**src/rtl/uart_rx_param.sv**
```systemverilog
// uart_rx_param: 16x-oversampled UART receiver with majority-vote bit sampling feeding a first-word-fall-through FIFO.
// Optional parity bit compiled in with `UART_RX_PARITY_EN; the serial line cannot be stalled, so a full FIFO drops the word and pulses overrun.
module uart_rx_param #(
  parameter int DATA_W     = 8,
  parameter int FIFO_DEPTH = 4,
  parameter int DIV_W      = 16
) (
  input  logic              clk,
  input  logic              rst_n,
  input  logic              rx,
  input  logic [DIV_W-1:0]  div,
  input  logic              odd_par,
  input  logic              rd_en,
  output logic [DATA_W-1:0] rd_data,
  output logic              empty,
  output logic              full,
  output logic              busy,
  output logic              frame_err,
  output logic              parity_err,
  output logic              overrun
);

  localparam int AW = (FIFO_DEPTH > 1) ? $clog2(FIFO_DEPTH) : 1;
  localparam int BW = (DATA_W > 1) ? $clog2(DATA_W) : 1;

`ifdef UART_RX_PARITY_EN
  typedef enum logic [2:0] {IDLE, START, DATA, PARITY, STOP} state_t;
`else
  typedef enum logic [2:0] {IDLE, START, DATA, STOP} state_t;
`endif

  state_t            state_q, state_d;
  logic              rx_m_q, rx_m_d;
  logic              rx_s_q, rx_s_d;
  logic              rx_prev_q, rx_prev_d;
  logic [DIV_W-1:0]  div_q, div_d;
  logic [DIV_W-1:0]  cnt_q, cnt_d;
  logic [3:0]        tick_cnt_q, tick_cnt_d;
  logic [BW-1:0]     bit_cnt_q, bit_cnt_d;
  logic [1:0]        samp_q, samp_d;
  logic [DATA_W-1:0] shift_q, shift_d;
  logic              frame_err_q, frame_err_d;
  logic              overrun_q, overrun_d;
  logic [DATA_W-1:0] mem_q [FIFO_DEPTH];
  logic [DATA_W-1:0] mem_d [FIFO_DEPTH];
  logic [AW-1:0]     wr_ptr_q, wr_ptr_d;
  logic [AW-1:0]     rd_ptr_q, rd_ptr_d;
  logic [AW:0]       count_q, count_d;

  logic tick, mid, bit_end, maj, push, push_ok, pop;

`ifdef UART_RX_PARITY_EN
  logic par_q, par_d;
  logic parity_err_q, parity_err_d;
`else
  logic unused_odd_par;
  assign unused_odd_par = odd_par;
`endif

  // Tick 9 is the third of the three mid-bit samples, so the vote uses the live value.
  assign tick    = (state_q != IDLE) && (cnt_q == div_q - DIV_W'(1));
  assign mid     = tick && (tick_cnt_q == 4'd9);
  assign bit_end = tick && (tick_cnt_q == 4'd15);
  assign maj     = (samp_q[0] & samp_q[1]) | (samp_q[0] & rx_s_q) | (samp_q[1] & rx_s_q);

  always_comb begin
    state_d      = state_q;
    rx_m_d       = rx;
    rx_s_d       = rx_m_q;
    rx_prev_d    = rx_s_q;
    div_d        = div_q;
    cnt_d        = cnt_q;
    tick_cnt_d   = tick_cnt_q;
    bit_cnt_d    = bit_cnt_q;
    samp_d       = samp_q;
    shift_d      = shift_q;
    frame_err_d  = 1'b0;
    push         = 1'b0;
`ifdef UART_RX_PARITY_EN
    par_d        = par_q;
    parity_err_d = 1'b0;
`endif

    if (state_q != IDLE) begin
      cnt_d = tick ? '0 : cnt_q + DIV_W'(1);
      if (tick) begin
        tick_cnt_d = tick_cnt_q + 4'd1;
        if (tick_cnt_q == 4'd7) samp_d[0] = rx_s_q;
        if (tick_cnt_q == 4'd8) samp_d[1] = rx_s_q;
      end
    end

    case (state_q)
      IDLE: begin
        if (rx_prev_q && !rx_s_q) begin
          state_d    = START;
          div_d      = (div == '0) ? DIV_W'(1) : div;
          cnt_d      = '0;
          tick_cnt_d = '0;
          bit_cnt_d  = '0;
        end
      end
      START: begin
        if (mid && maj) state_d = IDLE;
        else if (bit_end) state_d = DATA;
      end
      DATA: begin
        if (mid) shift_d = {shift_q[DATA_W-2:0], maj};
        if (bit_end) begin
          if (bit_cnt_q == BW'(DATA_W - 1)) begin
`ifdef UART_RX_PARITY_EN
            state_d = PARITY;
`else
            state_d = STOP;
`endif
          end else begin
            bit_cnt_d = bit_cnt_q + BW'(1);
          end
        end
      end
`ifdef UART_RX_PARITY_EN
      PARITY: begin
        if (mid) par_d = maj;
        if (bit_end) state_d = STOP;
      end
`endif
      STOP: begin
        // Leave right after the mid-stop vote so a back-to-back start edge is not missed.
        if (mid) begin
          state_d = IDLE;
          if (!maj) frame_err_d = 1'b1;
`ifdef UART_RX_PARITY_EN
          else if (par_q != ((^shift_q) ^ odd_par)) parity_err_d = 1'b1;
`endif
          else push = 1'b1;
        end
      end
      default: state_d = IDLE;
    endcase
  end

  // A push into a full FIFO only lands when the head leaves in the same cycle.
  always_comb begin
    pop       = rd_en && (count_q != '0);
    push_ok   = push && ((count_q != (AW+1)'(FIFO_DEPTH)) || pop);
    overrun_d = push && !push_ok;
    mem_d     = mem_q;
    if (push_ok) mem_d[wr_ptr_q] = shift_q;
    wr_ptr_d  = wr_ptr_q + AW'(push_ok);
    rd_ptr_d  = rd_ptr_q + AW'(pop);
    count_d   = count_q + (AW+1)'(push_ok) - (AW+1)'(pop);
  end

  always_ff @(posedge clk or negedge rst_n) begin
    if (!rst_n) begin
      state_q      <= IDLE;
      rx_m_q       <= 1'b1;
      rx_s_q       <= 1'b1;
      rx_prev_q    <= 1'b1;
      div_q        <= DIV_W'(1);
      cnt_q        <= '0;
      tick_cnt_q   <= '0;
      bit_cnt_q    <= '0;
      samp_q       <= '0;
      shift_q      <= '0;
      frame_err_q  <= 1'b0;
      overrun_q    <= 1'b0;
      mem_q        <= '{default: '0};
      wr_ptr_q     <= '0;
      rd_ptr_q     <= '0;
      count_q      <= '0;
`ifdef UART_RX_PARITY_EN
      par_q        <= 1'b0;
      parity_err_q <= 1'b0;
`endif
    end else begin
      state_q      <= state_d;
      rx_m_q       <= rx_m_d;
      rx_s_q       <= rx_s_d;
      rx_prev_q    <= rx_prev_d;
      div_q        <= div_d;
      cnt_q        <= cnt_d;
      tick_cnt_q   <= tick_cnt_d;
      bit_cnt_q    <= bit_cnt_d;
      samp_q       <= samp_d;
      shift_q      <= shift_d;
      frame_err_q  <= frame_err_d;
      overrun_q    <= overrun_d;
      mem_q        <= mem_d;
      wr_ptr_q     <= wr_ptr_d;
      rd_ptr_q     <= rd_ptr_d;
      count_q      <= count_d;
`ifdef UART_RX_PARITY_EN
      par_q        <= par_d;
      parity_err_q <= parity_err_d;
`endif
    end
  end

  assign rd_data   = (count_q == '0) ? '0 : mem_q[rd_ptr_q];
  assign empty     = (count_q == '0);
  assign full      = (count_q == (AW+1)'(FIFO_DEPTH));
  assign busy      = (state_q != IDLE);
  assign frame_err = frame_err_q;
  assign overrun   = overrun_q;
`ifdef UART_RX_PARITY_EN
  assign parity_err = parity_err_q;
`else
  assign parity_err = 1'b0;
`endif

endmodule

```
**config.mk**
```make
export PLATFORM = sky130hd
export DESIGN_NAME = uart_rx_param
export DESIGN_NICKNAME = d
export VERILOG_FILES = /design/src/rtl/uart_rx_param.sv
export SDC_FILE = /design/constraint.sdc
export NUM_CORES = 1
export LEC_CHECK = 0
export ABC_AREA = 1
export CORE_MARGIN = 10
export CORE_UTILIZATION = 30
export CTS_CLUSTER_DIAMETER = 200
export DETAILED_ROUTE_END_ITERATION = 7
export GPL_ROUTABILITY_DRIVEN = 0
export PLACE_DENSITY_LB_ADDON = 0.2
export SYNTH_ARGS = -nofsm -noshare
export SYNTH_HDL_FRONTEND = slang
export SYNTH_SLANG_ARGS = --single-unit
```
**constraint.sdc**
```tcl
create_clock -name clk -period 7.2 [get_ports clk]
set_clock_uncertainty 0.05 [all_clocks]
set_input_delay 1.44 -clock clk [delete_from_list [all_inputs] [get_ports clk]]
set_output_delay 1.44 -clock clk [all_outputs]
set_load 0.1 [all_outputs]
```
==> impl_metrics.csv, run 1 <==
group,metric,value,unit
placement,dp_cells,920,
synth,yosysSeqAreaShare,44.4,%
clock_network,cts_resized,0,
critical_path,required,5.71,ns
detailed_routing,drc_errors,0,
timing,setup_viol,0,
synth,synth_common_cells,"nand2_1, dfrtp_1, nor2_1",
min_path,hp-class,"reg2reg",
synth,synth_area_per_cell,7.93,um^2
clock_network,cts_buffer_depth,2,
critical_path,r2r_start,"div_q[0]",
critical_path,critPathMaxFanout,18,
timing,tightest_slew,0.992,ns
pwr,p_leak,0.00285,uW
synth,synthFlopType,"dfrtp_1",
timing,setup_tns,0,ns
timing,slew_viol_final,0,
detailed_routing,vias,4432,
detailed_routing,avgRoutedWirePerCell,14.1,um
layout,final_nets,739,
die,initial_utilization,30.8,%
clock_network,cts.sinks,95,
synth,synthCells,677,
flow_run,max_cap_violations,0,
detailed_routing,first_iter_violations,196,
die,fp.dieW,154,um
pwr,power_density,387,nW/um^2
global_routing,antenna_found_initial,0,
synth,ys_seq_elements,95,
timing,max_freq,219,MHz
critical_path,reg2reg_depth,17,
layout,finalNonFillerCells,936,
global_routing,grt_max_degree,62,
min_path,min_to,"rx_prev_d",
critical_path,r2r-end,"count_q[2]",
synth,synth_top_area_cell,"dfrtp_1",
global_routing,grt_pass1_vias,4503,
global_routing,overflow,0,
die,boundaryPins,35,
die,dieArea,23600,um^2
layout,num_antenna_cells,0,
layout,syn_to_final_growth,15.5,%
clock_network,h-tree-depth,3,
synth,synth.most_common_cell,"nand2_1",
layout,drive_above_1_share,8.44,%
clock_network,path_clk_slew,0.07,ns
clock_network,post-cts-setup-buffers,0,
die,core_area,17400,um^2
critical_path,cp-end-kind,"output port",
die,row_count,48,
global_routing,grt_pass1_wl,22600,um
clock_network,cts_buffers,9,
min_path,hold_depth,0,
detailed_routing,ant_nets,0,
timing,period_needed,4.57,ns
global_routing,grt_util_all_layers,11.5,%
layout,fillers,1815,
timing,slew_headroom,33.6,%
timing,finalCritPeriodShare,63.5,%
placement,port_buffers,32,
run_status,status,"completed",
placement,dp_hpwl,9620,um
synth,ys_types,45,
clock_network,cts_tree,"yes",
detailed_routing,wl,13200,um
timing,hold_viol,0,
critical_path,startpoint,"rd_ptr_q[0]",
clock_network,clockRootBuffer,"clkbuf_16",
critical_path,r2r_setup_slack,3.09,ns
detailed_routing,viasPerCell,4.74,
min_path,hp-start,"rx_m_q",
synth,synth_top_area_share,42.4,%
critical_path,crit_arrival,3.08,ns
synth,synth_edf_count,0,
pwr,vdd_drop_max,0.000357,V
clock_network,hold_buffers,0,
synth,syn_area,5370,um^2
critical_path,critical_path_class,"reg2out",
synth,syn-num-nets,710,
detailed_routing,dr.pass1.iters,5,
die,fp.dieH,154,um
clock_network,insertion_delay,0.36,ns
synth,async_flop_share,100,%
synth,yosys_warnings,0,
timing,rsz0062_at_grt,"no",
synth,synth_area_leaders,"dfrtp_1, nand2_1, nor2_1",
critical_path,worst_setup_path_start_kind,"register",
## sequential cells by signal, indices dropped and copies added, names as in the netlist
signal,cells
wr_ptr_q,2
frame_err,1
tick_cnt_q,4
count_q,3
shift_q,8
cnt_q,16
mem_q,32
bit_cnt_q,3
rx_prev_q,1
rd_ptr_q,2
div_q,16
state_q,2
rx_m_q,1
samp_q,2
rx_prev_d,1
overrun,1
## final cells by class
type | count | area [um^2] | area share, %
clock buffer | 9 | 225 | 3.63
sequential | 95 | 2380 | 38.4
multi-input combinational | 493 | 2620 | 42.3
clock inverter | 7 | 83.8 | 1.35
tap | 225 | 282 | 4.54
inverter | 73 | 274 | 4.42
timing repair buffer | 34 | 333 | 5.37
## kinds of logic (layout without fill, tap and decap cells)
logic type	count (synthesis)	after routing	share of synthesized area [%]
DFF	95	95	44.4
adders and majority gates	12	12	2.94
AOI/OAI and AO/OA	103	103	10.1
buffers and inverters	89	123	6.90
and+or+nand+nor	351	351	31.2
other	1	1	0.0699
xor gates and xnor gates	26	26	4.38
## worst max-delay path by stage
| stage | end | depth (start not counted) |
|---|---|---|
| after floorplan | rd_data[0] | 2 |
| after global placement | rd_data[0] | 4 |
| after detailed placement | rd_data[0] | 4 |
| after CTS | rd_data[0] | 4 |
| after global routing | rd_data[5] | 4 |
| final | rd_data[0] | 4 |
## placed cells by master (no fill, tap or decap), types with 14 or more instances in the layout
cell type	count
nand2_1	170
o21ai_0	36
a21oi_1	20
o21ai_1	38
dfrtp_1	91
nor3_1	16
nor2_1	86
nand3_1	26
inv_1	70
clkdlybuf4s50_1	31
xnor2_1	14
## layer usage
metal / GRT usage, % / wire, um
met3: 2.68 / 483
met2: 18.4 / 6030
met4: 4.27 / 217
met1: 14.9 / 6460
met5: 0 / 0
## worst max-delay path, cell delays in order, from the launching register on
cell,delay [ns]
dfrtp_1,0.63
inv_1,0.49
o21ai_0,0.16
a21oi_1,0.25
clkdlybuf4s50_1,1.19
## power by group
part           internal [uW]  total, uW  switching, uW
Combinational            328       1140            814
Clock                    278        512            234
Sequential               620        747            127
Total                   1230       2400           1180
## stage by stage
step | power, uW | cell area, um^2 | hold WS [ns] | setup slack, ns | utilization (%)
after global routing | 2580 | 6200 | 0.316 | 2.47 | 35.6
after floorplan | 1620 | 5370 | 0.295 | 1.31 | -
final | 2400 | 6200 | 0.307 | 2.63 | 35.6
after global placement | 1890 | 5890 | 0.297 | 3.03 | 33.8
after detailed placement | 1900 | 5890 | 0.304 | 3.03 | 33.8
after CTS | 2430 | 6200 | 0.311 | 2.63 | 35.6
Power figures use the tool's default switching activity.
==> run 2: changes to the inputs <==
- clock period: 7.2 -> 3.8 ns (I/O delays scaled with it)
==> run 2 against run 1 <==
Sequential share of layout area shrank 0.25 points. Flip-flop and latch count is the same. Critical path type is now reg2reg. Critical path depth increased by 13. Largest power group unchanged. Non-clock buffer count up 7.
==> impl_metrics.csv, run 2 (same netlist as run 1, synthesis figures left out) <==
group,metric,value,unit
pwr,vdd_drop_max,0.000562,V
critical_path,cp-end-kind,"register",
timing,slew_headroom,34.5,%
detailed_routing,first_iter_violations,236,
detailed_routing,wl,13200,um
layout,syn_to_final_growth,16.3,%
layout,num_antenna_cells,0,
die,initial_utilization,30.8,%
clock_network,insertion_delay,0.35,ns
clock_network,cts_tree,"yes",
die,dieArea,23600,um^2
critical_path,critPathMaxFanout,2,
global_routing,antenna_found_initial,0,
flow_run,max_cap_violations,0,
timing,hold_ws,0.309,ns
global_routing,grt_pass1_vias,4510,
layout,largest_register,"mem_q",
global_routing,overflow,0,
critical_path,crit_arrival,3.68,ns
layout,drive_above_1_share,11.4,%
detailed_routing,drc_errors,0,
clock_network,cts_buffers,9,
die,fp.dieW,154,um
pwr,power_density,727,nW/um^2
timing,tightest_slew,0.980,ns
detailed_routing,ant_nets,0,
critical_path,worst_setup_path_start_kind,"register",
layout,fin_util,35.8,%
timing,max_freq,286,MHz
clock_network,cts_buffer_depth,2,
layout,final_nets,746,
detailed_routing,viasPerCell,4.69,
min_path,hp-class,"reg2reg",
placement,dp_cells,927,
detailed_routing,avgRoutedWirePerCell,14.0,um
layout,final_cell_mix,"nand2_1, dfrtp_1, nor2_1",
clock_network,clockRootBuffer,"clkbuf_16",
clock_network,h-tree-depth,3,
critical_path,critical_path_class,"reg2reg",
clock_network,path_clk_slew,0.07,ns
die,core_area,17400,um^2
placement,dp_hpwl,9800,um
timing,setup_viol,0,
global_routing,grt_util_all_layers,11.5,%
layout,finalNonFillerCells,943,
global_routing,grt_pass1_wl,22500,um
placement,port_buffers,32,
layout,largest_reg_flops,32,
pwr,p_leak,0.00290,uW
detailed_routing,dr.pass1.iters,5,
clock_network,cts.sinks,95,
run_status,status,"completed",
die,boundaryPins,35,
layout,seq_area,2380,um^2
timing,period_needed,3.49,ns
timing,finalCritPeriodShare,91.9,%
detailed_routing,vias,4426,
die,row_count,48,
layout,final_common_cell,"nand2_1",
timing,rsz0062_at_grt,"no",
layout,multi_input_comb_area,2640,um^2
global_routing,grt_max_degree,50,
timing,setup_tns,0,ns
critical_path,required,3.99,ns
layout,fillers,1856,
timing,hold_viol,0,
die,fp.dieH,154,um
clock_network,hold_buffers,0,
timing,slew_viol_final,0,
layout,top_regs,"mem_q: 32 flops, cnt_q: 16 flops, div_q: 16 flops",
==> run 2: cell type report <==
cell class                      count  share of cell area, %
Clock buffer                        9                   3.61
Clock inverter                      7                   1.34
Sequential cell                    95                   38.2
Multi-Input combinational cell    493                   42.3
Timing Repair Buffer               41                   5.73
Inverter                           73                   4.39
Tap cell                          225                   4.51
==> run 2: final timing paths <==
path	start	to	slack, ns	cells past startpoint
min reg2reg	rx_m_q	rx_prev_d	0.31	0
max reg2reg	div_q[0]	count_q[2]	0.31	17
max in group asynchronous	rst_n	mem_q[13]	2.53	2
min in group asynchronous	rst_n	div_q[8]	0.37	1
min	rx_m_q	rx_prev_d	0.31	0
max	div_q[0]	count_q[2]	0.31	17
==> run 2: repair_timing <==
item                                    4_1_cts  5_1_grt
setup buffers                                 0        0
resized for setup                             0        4
endpoints found under the setup margin        0        2
==> run 2: metal layers <==
metal	global-route usage [%]	part of all wire (%)	wire [um]
met3	2.93	4.4	577
met2	18.5	46	6130
met1	14.5	47	6250
met5	0	0	0
met4	4.32	1.8	233
==> run 2: critical path: stages (launching register included) <==
cell     delay [ns]
dfstp_2        0.53
inv_1          0.05
ha_2           0.28
nand2_1        0.06
inv_1          0.04
nor3_2         0.21
o21ai_0        0.12
nor3_1         0.20
nand3_1        0.12
nor3_2         0.20
nand3_1        0.17
nor2_2         0.15
nand4_1        0.12
ha_1           0.31
inv_1          0.04
ha_1           0.18
fa_1           0.37
xor2_1         0.17
==> run 2: power breakdown <==
part	internal [uW]	total (uW)	switching, uW
clock	472	930	459
sequential	1180	1400	222
combinational	639	2210	1570
total	2290	4540	2250
==> run 2: stage by stage <==
step	setup slack [ns]	cell area [um^2]	total power (uW)
6_report	0.306	6240	4540
4_1_cts	0.0623	6230	4590
5_1_grt	0.0207	6240	4900
3_5_place_dp	0.0863	5920	3630
3_3_place_gp	0.117	5920	3600
2_1_floorplan	0.00148	5370	3080
